[config.mk]
export PLATFORM = sky130hd
export DESIGN_NAME = vopp_measure_flat
export DESIGN_NICKNAME = d
export VERILOG_FILES = /design/src/rtl/vopp_measure_if.sv /design/src/rtl/vopp_measure.sv /design/src/flat_wrapper.sv
export SDC_FILE = /design/constraint.sdc
export NUM_CORES = 1
export LEC_CHECK = 0
export ABC_AREA = 1
export ABC_CLOCK_PERIOD_IN_PS = 7800
export CAP_MARGIN = 20
export CORE_MARGIN = 2
export CORE_UTILIZATION = 35
export CTS_CLUSTER_DIAMETER = 40
export DETAILED_ROUTE_END_ITERATION = 10
export PLACE_DENSITY = 0.49
export SYNTH_ARGS = -nofsm -noshare
export SYNTH_HDL_FRONTEND = slang
export SYNTH_SLANG_ARGS = --single-unit
[constraint.sdc]
create_clock -name clk_AD -period 7.8 [get_ports clk_AD]
set_input_delay 0.78 -clock clk_AD [delete_from_list [all_inputs] [get_ports clk_AD]]
set_output_delay 0.78 -clock clk_AD [all_outputs]
set_load 0.02 [all_outputs]
[src/rtl/vopp_measure_if.sv]
// ----------------------------------------------------------------------------
// vopp_measure_if
// Sample-path and display-side signal bundle for the peak-to-peak measurement
// stage.
//   master : sample source / display consumer (drives data_in, data_valid, hold)
//   slave  : vopp_measure (drives the digits, max/min codes and update pulse)
// Signals:
//   data_in    [7:0]  unsigned ADC code
//   data_valid        data_in holds a valid sample this cycle
//   hold              freeze the displayed outputs
//   vopp_num_h [3:0]  BCD volts digit
//   vopp_num_d [3:0]  BCD 0.1 V digit
//   vopp_num_u [3:0]  BCD 0.01 V digit
//   vopp_max   [7:0]  max code of the last completed window
//   vopp_min   [7:0]  min code of the last completed window
//   vopp_valid        one-cycle pulse when the outputs update
// ----------------------------------------------------------------------------
interface vopp_measure_if;
    logic [7:0] data_in;
    logic       data_valid;
    logic       hold;
    logic [3:0] vopp_num_h;
    logic [3:0] vopp_num_d;
    logic [3:0] vopp_num_u;
    logic [7:0] vopp_max;
    logic [7:0] vopp_min;
    logic       vopp_valid;

    modport master (
        output data_in, data_valid, hold,
        input  vopp_num_h, vopp_num_d, vopp_num_u, vopp_max, vopp_min, vopp_valid
    );

    modport slave (
        input  data_in, data_valid, hold,
        output vopp_num_h, vopp_num_d, vopp_num_u, vopp_max, vopp_min, vopp_valid
    );
endinterface

[src/rtl/vopp_measure.sv]
// ----------------------------------------------------------------------------
// vopp_measure
// Peak-to-peak voltage measurement. Tracks the min/max ADC code over a fixed
// window of WIN_LEN clk_AD cycles, scales the span to 10 mV units
// (span * FULL_SCALE / 255, rounded) with a bit-serial restoring divider, then
// converts the quotient to three BCD digits with a bit-serial double-dabble.
// Outputs refresh exactly 29 edges after each window's latch edge unless hold
// is high on the update edge, in which case that result is dropped.
// Ports:
//   clk_AD : ADC sample clock, the only clock
//   rst    : synchronous, active-high reset
//   bus    : vopp_measure_if.slave (samples in, digits/max/min/valid out)
// ----------------------------------------------------------------------------
// state  | meaning
// S_IDLE | waiting for the latch edge at the end of a window
// S_DIV  | 18 edges: restoring divide of span*FULL_SCALE+127 by 255
// S_BCD  | 10 edges: shift-add-3 conversion of the 10-bit quotient
// S_UPD  | 1 edge: load outputs and pulse vopp_valid unless hold is set
// ----------------------------------------------------------------------------
module vopp_measure #(
    parameter int unsigned WIN_LEN    = 100000,
    parameter int unsigned FULL_SCALE = 500
) (
    input  logic          clk_AD,
    input  logic          rst,
    vopp_measure_if.slave bus
);

    typedef enum logic [1:0] {
        S_IDLE,
        S_DIV,
        S_BCD,
        S_UPD
    } state_t;

    state_t      state;
    logic [23:0] win_cnt;
    logic [7:0]  run_max;
    logic [7:0]  run_min;
    logic        any_smp;

    logic [7:0]  cap_max;
    logic [7:0]  cap_min;
    logic [4:0]  step_cnt;
    logic [17:0] dvd;
    logic [7:0]  rem;
    logic [8:0]  quot;
    logic [9:0]  bin;
    logic [11:0] bcd;

    logic [3:0]  num_h_q;
    logic [3:0]  num_d_q;
    logic [3:0]  num_u_q;
    logic [7:0]  max_q;
    logic [7:0]  min_q;
    logic        valid_q;

    logic        last_cyc;
    logic [7:0]  acc_max;
    logic [7:0]  acc_min;
    logic        acc_any;
    logic [7:0]  acc_diff;
    logic [17:0] dvd_init;
    logic [8:0]  rem_sh;
    logic        q_bit;
    logic [7:0]  rem_nx;
    logic [11:0] bcd_adj;
    logic [11:0] bcd_nx;

    assign last_cyc = (win_cnt == 24'(WIN_LEN - 1));

    // Running extremes including the current cycle's sample, so a sample on
    // the last cycle of a window is part of what gets captured at the latch.
    always_comb begin
        acc_max = run_max;
        acc_min = run_min;
        acc_any = any_smp;
        if (bus.data_valid) begin
            if (bus.data_in > run_max) acc_max = bus.data_in;
            if (bus.data_in < run_min) acc_min = bus.data_in;
            acc_any = 1'b1;
        end
    end

    assign acc_diff = acc_any ? (acc_max - acc_min) : 8'd0;

    // +127 gives round-to-nearest of span*FULL_SCALE/255; max value
    // 255*999+127 still fits 18 bits.
    assign dvd_init = 18'(acc_diff) * 18'(FULL_SCALE) + 18'd127;

    // Partial remainder is always < 255, so the shifted value fits 9 bits.
    assign rem_sh = {rem, dvd[17]};
    assign q_bit  = (rem_sh >= 9'd255);
    assign rem_nx = q_bit ? 8'(rem_sh - 9'd255) : rem_sh[7:0];

    always_comb begin
        bcd_adj = bcd;
        for (int i = 0; i < 3; i++) begin
            if (bcd_adj[4*i +: 4] >= 4'd5) bcd_adj[4*i +: 4] = bcd_adj[4*i +: 4] + 4'd3;
        end
        // q <= 999 keeps the top bit clear, so dropping it loses nothing.
        bcd_nx = 12'({bcd_adj, bin[9]});
    end

    always_ff @(posedge clk_AD) begin
        if (rst) begin
            state    <= S_IDLE;
            win_cnt  <= 24'd0;
            run_max  <= 8'h00;
            run_min  <= 8'hFF;
            any_smp  <= 1'b0;
            cap_max  <= 8'h00;
            cap_min  <= 8'h00;
            step_cnt <= 5'd0;
            dvd      <= 18'd0;
            rem      <= 8'd0;
            quot     <= 9'd0;
            bin      <= 10'd0;
            bcd      <= 12'd0;
            num_h_q  <= 4'd0;
            num_d_q  <= 4'd0;
            num_u_q  <= 4'd0;
            max_q    <= 8'h00;
            min_q    <= 8'h00;
            valid_q  <= 1'b0;
        end else begin
            valid_q <= 1'b0;

            if (last_cyc) begin
                win_cnt <= 24'd0;
                run_max <= 8'h00;
                run_min <= 8'hFF;
                any_smp <= 1'b0;
            end else begin
                win_cnt <= win_cnt + 24'd1;
                run_max <= acc_max;
                run_min <= acc_min;
                any_smp <= acc_any;
            end

            case (state)
                S_IDLE: begin
                    if (last_cyc) begin
                        cap_max  <= acc_any ? acc_max : 8'h00;
                        cap_min  <= acc_any ? acc_min : 8'h00;
                        dvd      <= dvd_init;
                        rem      <= 8'd0;
                        quot     <= 9'd0;
                        step_cnt <= 5'd17;
                        state    <= S_DIV;
                    end
                end
                S_DIV: begin
                    dvd  <= {dvd[16:0], 1'b0};
                    rem  <= rem_nx;
                    quot <= {quot[7:0], q_bit};
                    if (step_cnt == 5'd0) begin
                        bin      <= {quot, q_bit};
                        bcd      <= 12'd0;
                        step_cnt <= 5'd9;
                        state    <= S_BCD;
                    end else begin
                        step_cnt <= step_cnt - 5'd1;
                    end
                end
                S_BCD: begin
                    bcd <= bcd_nx;
                    bin <= {bin[8:0], 1'b0};
                    if (step_cnt == 5'd0) begin
                        state <= S_UPD;
                    end else begin
                        step_cnt <= step_cnt - 5'd1;
                    end
                end
                S_UPD: begin
                    if (!bus.hold) begin
                        num_h_q <= bcd[11:8];
                        num_d_q <= bcd[7:4];
                        num_u_q <= bcd[3:0];
                        max_q   <= cap_max;
                        min_q   <= cap_min;
                        valid_q <= 1'b1;
                    end
                    state <= S_IDLE;
                end
                default: state <= S_IDLE;
            endcase
        end
    end

    assign bus.vopp_num_h = num_h_q;
    assign bus.vopp_num_d = num_d_q;
    assign bus.vopp_num_u = num_u_q;
    assign bus.vopp_max   = max_q;
    assign bus.vopp_min   = min_q;
    assign bus.vopp_valid = valid_q;

endmodule
[src/flat_wrapper.sv]
// flat-port wrapper written by rule: the top's interface ports become plain ports
module vopp_measure_flat 
#(
    parameter int unsigned WIN_LEN    = 100000,
    parameter int unsigned FULL_SCALE = 500
)
  (clk_AD, rst, bus_data_in, bus_data_valid, bus_hold, bus_vopp_num_h, bus_vopp_num_d, bus_vopp_num_u, bus_vopp_max, bus_vopp_min, bus_vopp_valid);
  vopp_measure_if bus_i ();
  input  logic clk_AD;
  input  logic rst;
  input wire logic [$bits(bus_i.data_in)-1:0] bus_data_in;
  input wire logic [$bits(bus_i.data_valid)-1:0] bus_data_valid;
  input wire logic [$bits(bus_i.hold)-1:0] bus_hold;
  output wire logic [$bits(bus_i.vopp_num_h)-1:0] bus_vopp_num_h;
  output wire logic [$bits(bus_i.vopp_num_d)-1:0] bus_vopp_num_d;
  output wire logic [$bits(bus_i.vopp_num_u)-1:0] bus_vopp_num_u;
  output wire logic [$bits(bus_i.vopp_max)-1:0] bus_vopp_max;
  output wire logic [$bits(bus_i.vopp_min)-1:0] bus_vopp_min;
  output wire logic [$bits(bus_i.vopp_valid)-1:0] bus_vopp_valid;
  assign bus_i.data_in = bus_data_in;
  assign bus_i.data_valid = bus_data_valid;
  assign bus_i.hold = bus_hold;
  assign bus_vopp_num_h = bus_i.vopp_num_h;
  assign bus_vopp_num_d = bus_i.vopp_num_d;
  assign bus_vopp_num_u = bus_i.vopp_num_u;
  assign bus_vopp_max = bus_i.vopp_max;
  assign bus_vopp_min = bus_i.vopp_min;
  assign bus_vopp_valid = bus_i.vopp_valid;
  vopp_measure #(.WIN_LEN(WIN_LEN), .FULL_SCALE(FULL_SCALE)) u_core (.clk_AD(clk_AD), .rst(rst), .bus(bus_i));
endmodule
==> results.ini <==
[status]
status=finished clean

[die]
dieArea_mm2=0.0268
core_area_mm2=0.0251
io_pins=41
start_util=0.356
fp-row-count=58
die_w_um=164
die_h_um=164

[grt]
grtUsageMet2=0.282
met3_usage=0.0285
grt_pass1_wl_mm=35.7
met1_usage=0.214
grt_max_degree=57
grt_pass1_vias=7595
grt_overflow=0
grt_use_total=0.166
antenna_found_initial=0
grt_busiest_layer=met2

[yosys]
yosys_warnings=0
yosysSeqAreaShare=0.336
synthAdderAreaFrac=0.150
synth_xor_area_frac=0.0225
yosys-mux-area-fraction=0.00112
synth_top_family_by_area=simple AND/OR/NAND/NOR gates
synth_edf_count=0
synth_compound_area_frac=0.149
syn_inst=1250
synth_flop_cell=dfxtp_1
synth-async-reset-ratio=0
yosys.area.top_type=dfxtp_1
synth.most_common_cell=nand2_1
yosys.area_share.simple=0.249
yosys.area.top_type_share=0.336
syn_area_per_cell_um2=7.15
yosys-top-cells-area=dfxtp_1 34%, nand2_1 12%, ha_1 10%
ys_top_cells_by_count=282 x nand2_1, 166 x inv_1, 150 x dfxtp_1, 120 x a21oi_1, 117 x nor2_1
ys_ff_latch=150
syn-num-nets=1356
netlist_area_mm2=0.00894
ys_types=46

[route]
via_per_inst=4.69
drt_wl_total_mm=20.7
vias=7676
wl_per_cell_um=12.7
drt_iter0_drc=379
drtAntennaViolNets=0
dr.pass1.iters=4
drc=0

[placement]
place_area_mm2=0.00976
hpwl_mm=15.2
port_buffers=40
gp_congestion=0.822
place_inst=1603

[worst_setup_path]
cp.arrival_ns=7.28
endpoint_kind=flop
cp_num_buf_inv=6
crit_path_start_kind=input port
worst-setup-path-type=in -> reg
path_max_fanout=6
crit_family=adder cells
cp_slowest_cell=fa_1
required_ns=8.09
slowest_delay_ns=0.55
crit_top_cell=nand2_1

[power]
pwr_density_cell_mw_per_mm2=481
power.share.switching=0.506
peakVddDrop_mv=0.279
pwr-share-clk=0.167
switchingPower_mw=2.52
pwr-share-comb=0.651
p_int_mw=2.46
p_leak_nw=4.70
seq_power_share=0.182

[sta]
final-setup-viol-count=0
fin_setup_tns_ns=0
period_share=0.896
drv_slew=0
hold_slack_ns=0.463
max_slew.worst_pin.slew_ns=0.662
min_period_ns=6.99
finalHoldViolCount=0
skew_ns=0.0227
relSlewSlack=0.559
max_freq_mhz=143
grt_setup_unrepaired=no

[final_layout]
seq_area_mm2=0.00300
drive_gt1_frac=0.0736
fin_area_mm2=0.0104
area_delta_synth_final_pct=15.9
multi_input_area_mm2=0.00510
fill_cells=2705
nets=1398
layoutNonFillerInstCount=1635
antenna_cells=0
postLayoutCoreUtil=0.413

[clocking]
cts_tree=built
clock_sinks=150
htree_levels=4
postCtsHoldBufs=0
cts_resized=0
root_buffer=clkbuf_16
cts_buffer_depth=2
cts_buffers=17
postCtsSetupBuffers=0
clkTransAtPathRegs_ns=0.07
clk_latency_ns=0.45

[worst_hold_path]
hp-class=reg -> reg

[run]
cap_violations=0

## metal layers
layer / part of all wire / routed length, µm
met5: 0 / 0
met4: 0.014 / 285
met3: 0.028 / 573
met2: 0.47 / 9690
met1: 0.49 / 10200
## worst min-delay path: cells and delay by family, from the launching register on
family / cells / cell delay, ns
compound gates: 1 / 0.06
buf+inv: 1 / 0.06
flops: 1 / 0.30
## final timing paths
kind / start / slack, ns / endpoint / cells after the start
setup / recovery: bus_data_in[5] / 0.81 / u_core.dvd[15] / 37
hold / removal: u_core.dvd[0] / 0.46 / u_core.dvd[1] / 2
setup reg to reg: u_core.run_max[3] / 1.29 / u_core.dvd[15] / 35
hold reg to reg: u_core.dvd[0] / 0.46 / u_core.dvd[1] / 2
## layout make-up
class                      instances  share of cell area
clock inverter                    15              0.0173
multi-input combinational        881               0.493
tap                              330              0.0399
inverter                         180              0.0652
timing repair buffer              62              0.0541
clock buffer                      17              0.0411
sequential                       150               0.290
## cell usage in the layout (no fill, tap or decap), types with 5 or more instances in the layout
master           Yosys  final
clkdlybuf4s50_1      0     39
nand4_1              5      5
nor2_2               6      7
xor2_1              17     17
nor2_4               6      6
fa_1                22     22
inv_8                0      7
inv_2               12     12
nand3b_1             8      8
a31oi_1             16     16
nor3_1              14     14
o21a_1               5      5
a21oi_1            120    120
buf_4                1     22
nand2_1            282    282
nor2_1             117    116
ha_1                72     72
o21ai_0             93     93
dfxtp_1            150    150
clkbuf_16            0     17
inv_1              166    166
xnor2_1              6      6
nand3_1             52     52
## sequential cells by signal, summed over array words and instances (netlist names), 4 cells and up
name / count
u_core.cap_max: 8
u_core.win_cnt: 24
u_core.run_min: 8
u_core.bus.vopp_num_u: 4
u_core.bin: 10
u_core.run_max: 8
u_core.bus.vopp_min: 8
u_core.step_cnt: 5
u_core.dvd: 18
u_core.cap_min: 8
u_core.quot: 9
u_core.bcd: 12
u_core.bus.vopp_num_h: 4
u_core.bus.vopp_num_d: 4
u_core.bus.vopp_max: 8
u_core.rem: 8
## per-stage QoR
stage                     worst slack, ns  total power [mW]
after floorplan                      1.14              3.50
after global placement              0.428              4.17
after detailed placement            0.357              4.17
after CTS                           0.800              5.04
after global routing               0.0623              5.61
final                               0.810              4.98
## power groups by stage
stage	Clock (mW)	Combinational, mW	Sequential, mW
6_report	0.834	3.24	0.906
5_1_grt	0.893	3.80	0.918
4_1_cts	0.855	3.28	0.907
3_5_place_dp	0	3.24	0.924
3_3_place_gp	0	3.24	0.923
2_1_floorplan	0	2.59	0.917
## kinds of logic after synthesis
family | after synthesis
buffers and inverters | 219
flip-flops | 150
XOR/XNOR | 23
adder cells (fa/ha/maj) | 94
multiplexers | 1
AO/OA/AOI/OAI | 250
AND/OR/NAND/NOR | 513
(Power assumes the default switching activity.)
==> RTL edit (same settings) <==
The 4 states of `state_t` get a Gray code encoding in 2 bits.
--- a/src/rtl/vopp_measure.sv
+++ b/src/rtl/vopp_measure.sv
@@ -27,10 +27,10 @@
 );
 
     typedef enum logic [1:0] {
-        S_IDLE,
-        S_DIV,
-        S_BCD,
-        S_UPD
+        S_IDLE = 2'b00,
+        S_DIV  = 2'b01,
+        S_BCD  = 2'b11,
+        S_UPD  = 2'b10
     } state_t;
 
     state_t      state;
Check against the original RTL: no difference found for any inputs over 10 cycles, from zero or initial values and one cycle with rst high; not proved beyond that.
==> RTL edit against the unedited design <==
Worst hold slack worse by 15 ps. Non-clock buffer count is 12 lower. Sequential cell count stayed put. Synthesized area is 1.3% higher. Worst setup slack worse by 340 ps. Total power is 2.8% lower. Wire length hardly changed. Design area hardly changed. Cell count is 1.4% lower. Critical endpoint unchanged. Largest power group unchanged.
==> RTL edit: results (changes against the unedited design) <==
Critical path
  – Worst path arrival time: 7690 ps (was 7280 ps)
  – Worst Setup SP: bus_data_in[3] (was bus_data_in[5])
  – Internal reg-to-reg setup slack: 980 ps (was 1290 ps)
  – CP Max Fanout: 15 (was 6)

Yosys
  – YS warnings: 0 (unchanged)
  – Adder-Cell Fraction of Synth Area: 14.3% (was 15.0%)
  – Synth top area share: 33.2% (was 33.6%)
  – Yosys cell types: 50 (was 46)
  – Post-synthesis cell count: 1240 (was 1250)
  – Post-synthesis xor/xnor area fraction: 1.81% (was 2.25%)
  – Post-synth top cells: nand2_1 (297), inv_1 (179), dfxtp_1 (150), a21oi_1 (122), nand3_1 (84) (was nand2_1 (282), inv_1 (166), dfxtp_1 (150), a21oi_1 (120), nor2_1 (117))
  – Post-synthesis sequential area ratio: 33.2% (was 33.6%)
  – Synth Area in Compound Gates: 13.6% (was 14.9%)
  – Mux contribution to synthesized area: 0% (was 0.112%)
  – Post-synth ARST share: 0% (unchanged)

Finish
  – Final Cell Area: 0.0104 mm2 (about the same)
  – ClkCell Share: 5.76% (was 5.83%)
  – Inverters excl. clock: 193 (was 180)
  – Multi-input logic area: 0.00515 mm2 (was 0.00510 mm2)
  – Share of layout cells above drive strength 1: 8.97% (was 7.36%)
  – Signal buffers: 50 (was 62)
  – Signal buffers share of area: 4.57% (was 5.41%)
  – Count of multi-input gates: 857 (was 881)
  – Filler Cells Inserted: 2629 (was 2705)
  – Fin util: 41.0% (was 41.3%)
  – Layout clock buffer count: 20 (was 17)

STA
  – Max Fclk: 136 MHz (was 143 MHz)
  – Worst-margin pin slew: 937 ps (was 662 ps)
  – Clk_skew: 12.5 ps (was 22.7 ps)

GRT
  – Largest net degree at the start of global routing: 75 (was 57)
  – Vias in the first global route: 7307 (was 7595)
  – Met1 Usage GRT: 23.0% (was 21.4%)
  – Met2 layer usage reported by global route: 26.1% (was 28.2%)
  – Tot GR Track Use: 16.4% (was 16.6%)
  – Global-route wire length before repair: 35900 um (was 35700 um)
  – Met3 global-route usage: 2.99% (was 2.85%)

Route
  – Uppermost layer routed: met4 (unchanged)
  – Routed Wire Length: 20700 um (about the same)
  – Metal2 WL: 9280 um (was 9690 um)
  – Routed wire length on met3: 640 um (was 573 um)
  – Post-Route M1 WL: 10700 um (was 10200 um)
  – Initial drt markers: 419 (was 379)
  – Vias: 7645 (was 7676)
  – Pre-antenna DRT Iters: 5 (was 4)

Power
  – Maximum vdd drop: 0.000859 V (was 0.000279 V)
  – P_leak: 4.35 nW (was 4.70 nW)

Placement
  – Post-placement cell count: 1580 (was 1603)
  – Detailed placer's ending HPWL: 15300 um (was 15200 um)
  – Pre-CTS WS: 35.4 ps (was 357 ps)
  – Area post-placement: 0.00976 mm2 (about the same)

Status
  – Status: complete, no violations (unchanged)

Clock network
  – Clk_lat worst skew: 430 ps (was 450 ps)
  – Max clock buf depth: 2 (unchanged)

Hold path
  – WHS Path Cells: 1 (was 2)
  – Min-Delay Endpoint: u_core.win_cnt[0] (was u_core.dvd[1])
  – Hold Startpoint: u_core.win_cnt[0] (was u_core.dvd[0])
[RTL edit: cell count changes in the layout (fill, tap and decap cells not counted), sizes merged, moves of 10 or more]
cell / before / now
buf: 23 / 11
inv: 186 / 196
nand2: 287 / 308
nand3: 53 / 89
nor2: 129 / 82
o21ai: 94 / 49
[RTL edit: cell families after synthesis]
logic type	count (synthesis)
xor+xnor	17
flops	150
fa+ha+maj	90
compound gates	220
buf+inv	233
simple gates	530
[RTL edit: power by group through the flow]
stage	sequential (mW)	clock [mW]	combinational, mW
6_report	0.779	0.834	3.23
3_3_place_gp	0.796	0	3.28
3_5_place_dp	0.796	0	3.27
5_1_grt	0.780	0.888	3.73
2_1_floorplan	0.795	0	2.64
4_1_cts	0.779	0.858	3.29
[RTL edit: timing repair]
| action | 4_1_cts | 5_1_grt |
|---|---|---|
| setup endpoints to repair | 0 | 5 |
| resized for setup | 0 | 1 |
| endpoints found under the hold margin | 0 | 0 |
